File: src/rtl/sparse_encoder_if.sv
// Dense-in / sparse-out stream bundle for the zero-skipping encoder.
// master = encoder side, slave = producer/consumer side.
interface sparse_encoder_if #(
  parameter int DATA_W = 8,
  parameter int IDX_W  = 8
);
  logic              in_valid;
  logic              in_ready;
  logic [DATA_W-1:0] in_data;
  logic              in_last;
  logic              out_valid;
  logic              out_ready;
  logic [DATA_W-1:0] out_value;
  logic [IDX_W-1:0]  out_index;
  logic              out_last;
  logic [IDX_W:0]    nnz_count;
  logic              nnz_done;
  logic              overflow;

  modport master (
    input  in_valid, in_data, in_last, out_ready,
    output in_ready, out_valid, out_value, out_index,
    output out_last, nnz_count, nnz_done, overflow
  );

  modport slave (
    output in_valid, in_data, in_last, out_ready,
    input  in_ready, out_valid, out_value, out_index,
    input  out_last, nnz_count, nnz_done, overflow
  );
endinterface

File: src/rtl/sparse_encoder.sv
// Zero-skipping encoder: dense activations in, (value, index) pairs out
// through a small FIFO, plus a per-vector nonzero count.
module sparse_encoder #(
  parameter int DATA_W = 8,
  parameter int IDX_W  = 8,
  parameter int DEPTH  = 4
) (
  input logic            clk,
  input logic            rst,
  sparse_encoder_if.master bus
);
  localparam int AW = $clog2(DEPTH);

  logic [DATA_W-1:0] val_q  [DEPTH];
  logic [IDX_W-1:0]  idx_q  [DEPTH];
  logic              last_q [DEPTH];

  logic [AW:0]      wp, rp;
  logic [IDX_W-1:0] pos;
  logic [IDX_W:0]   cnt;
  logic [IDX_W:0]   nnz_q;
  logic             done_q;
  logic             ovf_q;

  logic full, empty, acc, nz, push, pop;

  // Extra pointer bit tells full from empty.
  assign empty = (wp == rp);
  assign full  = (wp[AW] != rp[AW]) &&
                 (wp[AW-1:0] == rp[AW-1:0]);

  assign acc  = bus.in_valid && bus.in_ready;
  assign nz   = |bus.in_data;
  assign push = acc && (nz || bus.in_last);
  assign pop  = !empty && bus.out_ready;

  assign bus.in_ready  = !full && !rst;
  assign bus.out_valid = !empty;
  assign bus.out_value = empty ? '0 : val_q[rp[AW-1:0]];
  assign bus.out_index = empty ? '0 : idx_q[rp[AW-1:0]];
  assign bus.out_last  = empty ? 1'b0 : last_q[rp[AW-1:0]];
  assign bus.nnz_count = nnz_q;
  assign bus.nnz_done  = done_q;
  assign bus.overflow  = ovf_q;

  always_ff @(posedge clk) begin
    if (push) begin
      val_q[wp[AW-1:0]]  <= bus.in_data;
      idx_q[wp[AW-1:0]]  <= pos;
      last_q[wp[AW-1:0]] <= bus.in_last;
    end
  end

  always_ff @(posedge clk) begin
    if (rst) begin
      wp     <= '0;
      rp     <= '0;
      pos    <= '0;
      cnt    <= '0;
      nnz_q  <= '0;
      done_q <= 1'b0;
      ovf_q  <= 1'b0;
    end else begin
      done_q <= 1'b0;
      if (push)
        wp <= wp + (AW+1)'(1);
      if (pop)
        rp <= rp + (AW+1)'(1);
      if (acc) begin
        if (bus.in_last) begin
          pos    <= '0;
          cnt    <= '0;
          nnz_q  <= cnt + (IDX_W+1)'(nz);
          done_q <= 1'b1;
        end else begin
          pos <= pos + IDX_W'(1);
          cnt <= cnt + (IDX_W+1)'(nz);
          if (pos == '1)
            ovf_q <= 1'b1;
        end
      end
    end
  end
endmodule

File: src/flat_wrapper.sv
// flat-port wrapper written by rule: the top's interface ports become plain ports
module sparse_encoder_flat 
#(
  parameter int DATA_W = 8,
  parameter int IDX_W  = 8,
  parameter int DEPTH  = 4
)
  (clk, rst, bus_in_valid, bus_in_data, bus_in_last, bus_out_ready, bus_in_ready, bus_out_valid, bus_out_value, bus_out_index, bus_out_last, bus_nnz_count, bus_nnz_done, bus_overflow);
  sparse_encoder_if #(.DATA_W(DATA_W), .IDX_W(IDX_W)) bus_i ();
  input logic clk;
  input logic rst;
  input wire logic [$bits(bus_i.in_valid)-1:0] bus_in_valid;
  input wire logic [$bits(bus_i.in_data)-1:0] bus_in_data;
  input wire logic [$bits(bus_i.in_last)-1:0] bus_in_last;
  input wire logic [$bits(bus_i.out_ready)-1:0] bus_out_ready;
  output wire logic [$bits(bus_i.in_ready)-1:0] bus_in_ready;
  output wire logic [$bits(bus_i.out_valid)-1:0] bus_out_valid;
  output wire logic [$bits(bus_i.out_value)-1:0] bus_out_value;
  output wire logic [$bits(bus_i.out_index)-1:0] bus_out_index;
  output wire logic [$bits(bus_i.out_last)-1:0] bus_out_last;
  output wire logic [$bits(bus_i.nnz_count)-1:0] bus_nnz_count;
  output wire logic [$bits(bus_i.nnz_done)-1:0] bus_nnz_done;
  output wire logic [$bits(bus_i.overflow)-1:0] bus_overflow;
  assign bus_i.in_valid = bus_in_valid;
  assign bus_i.in_data = bus_in_data;
  assign bus_i.in_last = bus_in_last;
  assign bus_i.out_ready = bus_out_ready;
  assign bus_in_ready = bus_i.in_ready;
  assign bus_out_valid = bus_i.out_valid;
  assign bus_out_value = bus_i.out_value;
  assign bus_out_index = bus_i.out_index;
  assign bus_out_last = bus_i.out_last;
  assign bus_nnz_count = bus_i.nnz_count;
  assign bus_nnz_done = bus_i.nnz_done;
  assign bus_overflow = bus_i.overflow;
  sparse_encoder #(.DATA_W(DATA_W), .IDX_W(IDX_W), .DEPTH(DEPTH)) u_core (.clk(clk), .rst(rst), .bus(bus_i));
endmodule
File: config.mk
export PLATFORM = sky130hd
export DESIGN_NAME = sparse_encoder_flat
export DESIGN_NICKNAME = d
export VERILOG_FILES = /design/src/rtl/sparse_encoder_if.sv /design/src/rtl/sparse_encoder.sv /design/src/flat_wrapper.sv
export SDC_FILE = /design/constraint.sdc
export NUM_CORES = 1
export LEC_CHECK = 0
export BUFFER_PORTS_ARGS = -buffer_cell sky130_fd_sc_hd__buf_2
export CORE_ASPECT_RATIO = 0.7
export CORE_MARGIN = 1.5
export CORE_UTILIZATION = 59
export CTS_BUF_LIST = sky130_fd_sc_hd__clkbuf_4 sky130_fd_sc_hd__clkbuf_8
export DETAILED_ROUTE_END_ITERATION = 16
export GPL_TIMING_DRIVEN = 0
export PLACE_DENSITY = 0.8
export SYNTH_ARGS = -nofsm -noshare
export SYNTH_HDL_FRONTEND = slang
export SYNTH_SLANG_ARGS = --single-unit
File: constraint.sdc
create_clock -name clk -period 3.55 [get_ports clk]
set_clock_uncertainty 0.15 [all_clocks]
set_input_delay 0.71 -clock clk [delete_from_list [all_inputs] [get_ports clk]]
set_output_delay 0.71 -clock clk [all_outputs]
set_load 0.02 [all_outputs]
==> key figures <==
Die
  • Full die area: 7950 sq um
  • Initial core utilization: 0.606
  • Ports: 43
  • Die Y: 75.0 um
  • Std cell rows: 26
  • Die Width: 106 um
  • Core ar.: 7220 sq um

Worst setup path
  • CP Data Required Time: 2.69 ns
  • Critical Path Fanout Max: 10
  • R2R depth: 3
  • Reg2reg start: u_core.wp[1]
  • Worst EP arrival: 2.34 ns
  • CP Launch Type: flop
  • Critical Path Sink Type: output port
  • R2R setup slack: 0.84 ns
  • CP Cell Sequence: buf_1, clkbuf_1, mux4_2, nor2b_1, buf_2
  • Worst path slowest cell: clkbuf_1
  • CP Class: reg -> out
  • Critical Path Max Stage Delay: 0.55 ns
  • Reg-to-reg endpoint: u_core.idx_q[3][6]

Synth
  • Top_reg_cell synth: edfxtp_1
  • Mapped Area: 4370 sq um
  • Synthesized area per cell: 14.2 sq um
  • Ys async rst share: 0
  • Synth area leaders: edfxtp_1 47%, dfxtp_1 16%, mux4_2 8.8%
  • Netlist cell types: 46
  • EDFF count, synth: 68
  • Syn_nets: 328
  • Top-count cell post-synth: edfxtp_1
  • Leading cell types by count after synthesis: 68 x edfxtp_1, 36 x dfxtp_1, 17 x mux4_2, 17 x nor2b_1, 15 x nor2_1
  • #FFs+latches synth: 104
  • Cell taking the most area after synthesis: edfxtp_1
  • Synth Instances: 307
  • Seq/Total Area, Yosys: 0.632
  • YS warnings: 0
  • Synth top area share: 0.467

Global route
  • Initial antenna violation count: 0
  • Via count of the first global-routing pass: 2554
  • Largest net degree at the start of global routing: 19
  • Gr usage total: 0.220
  • GRT overflow: 0
  • Global-route wire length before repair: 12800 um

Routing
  • WL final: 7940 um
  • Router iterations before antenna repair: 5
  • Routed len/inst: 17.1 um
  • Vias: 2672
  • DRC violations left: 0
  • Via/cell ratio: 5.77
  • Final ANT Viol Nets: 0
  • First DRT Iteration DRCs: 215

Clock tree
  • Clk Latency, worst-skew pair: 0.36 ns
  • Post-CTS setup repair buffer count: 0
  • Resized cells post-CTS: 0
  • TritonCTS buffer count: 9
  • Clk sinks: 104
  • CTS Buffer Depth: 2
  • CTS tree: done
  • H-tree Lvls: 3
  • Root Buffer: clkbuf_8
  • Clock Pin Slew Worst Setup and Hold Paths: 0.09 ns
  • Hold-fix buffers at CTS: 0

Final layout
  • # nets final: 381
  • Layout cells sized above 1: 0.247
  • Number of diodes: 0
  • Area grow syn2layout: 12.0%

Timing
  • Final Critical Period: 3.20 ns
  • Final setup viols: 0
  • Unrepaired setup endpoints after global routing: no
  • Headroom to the max-slew limit: 0.332
  • Final hold viol count: 0
  • Slew Limit Fails: 0
  • Max frequency: 313 MHz
  • Worst slew pin tran: 1.00 ns
  • Min Hold Slack: 0.331 ns
  • Fin crit share: 0.901
  • Setup TNS: 0 ns

Power and ir drop
  • Peak supply drop: 0.228 mV
  • P_leak: 1.69 nW
  • Pwr per Cell Area: 482 nW/um^2

Run status
  • Outcome: complete, no violations

Hold path
  • Worst min path class: reg -> reg
  • Hold Crit Depth: 2
  • Hold endpoint: u_core.cnt[1]
  • Worst hold start: u_core.cnt[1]

Placed design
  • Number of port buffers: 42
  • Dpl hpwl: 5380 um
  • RD Place Congestion: 0.808

Run
  • Max cap viols: 0
==> metrics by stage <==
step	setup WS, ns	power [mW]	instances	instance area, sq um	util
4_1_cts	0.299	2.39	463	4900	0.679
5_1_grt	0.154	2.46	463	4900	0.679
3_3_place_gp	0.547	1.68	447	4710	0.652
3_5_place_dp	0.524	1.69	447	4710	0.652
2_1_floorplan	1.14	1.59	307	4370	-
6_report	0.352	2.36	463	4900	0.679
==> state kept, by name, summed over array words and instances (netlist names), 3 cells and up, named ones only <==
register              flops
u_core.val_q             32
u_core.last_q             4
u_core.rp                 3
u_core.idx_q             32
u_core.cnt                9
u_core.pos                8
u_core.bus.nnz_count      9
u_core.wp                 3
==> critical path: cells and delay by family, from the launching register on <==
kind	cells	cell delay, ns
buffers and inverters	3	1.10
and+or+nand+nor	1	0.14
DFF	1	0.33
muxes	1	0.41
==> routing by layer <==
layer / wire [um] / vias up / GRT usage
li1: - / 1281 / -
met1: 3780 / 1302 / 0.321
met2: 3640 / 82 / 0.333
met3: 445 / 7 / 0.0476
met4: 70 / 0 / 0.0796
met5: 0 / - / 0
==> kinds of logic after synthesis <==
group | after synthesis | share of synthesized area
flip-flops | 104 | 0.632
AND/OR/NAND/NOR | 84 | 0.105
AO/OA/AOI/OAI | 56 | 0.0901
multiplexers | 21 | 0.0967
buffers and inverters | 19 | 0.0189
XOR/XNOR | 15 | 0.0352
adder cells (fa/ha/maj) | 8 | 0.0229
==> cell type report <==
class,count,area (sq um)
well taps,98,123
repair buffers,42,210
flip-flops and latches,104,2760
plain buffers,14,63.8
inverters,5,18.8
clock buffers,9,124
multi-input cells,184,1530
fillers,531,2320
clock inverters,7,70.1
==> power breakdown <==
part           internal, mW  switching (mW)
clock network         0.325           0.387
logic                 0.129           0.197
registers              1.31          0.0167
==> worst max path at each step <==
stage                              endpoint  slack (ns)  depth (start not counted)
global route               bus_out_index[6]        0.15                          5
finish                     bus_out_index[6]        0.35                          5
CTS                        bus_out_index[4]        0.30                          5
global placement    u_core.bus.nnz_count[6]        0.55                          9
floorplan                  bus_out_index[4]        1.14                          4
detailed placement            u_core.cnt[8]        0.52                          9
==> layout by cell type, fill, tap and decap left out, drive strengths merged, types with 8 or more instances in the layout <==
cell    count
edfxtp     68
buf        47
dfxtp      36
clkbuf     18
mux4       17
nor2b      17
nor2       17
a21oi      14
nand2      12
nand3      12
o21ai      12
xor2       11
and3        8
ha          8
Note: power is estimated with default switching activity, not from simulation.
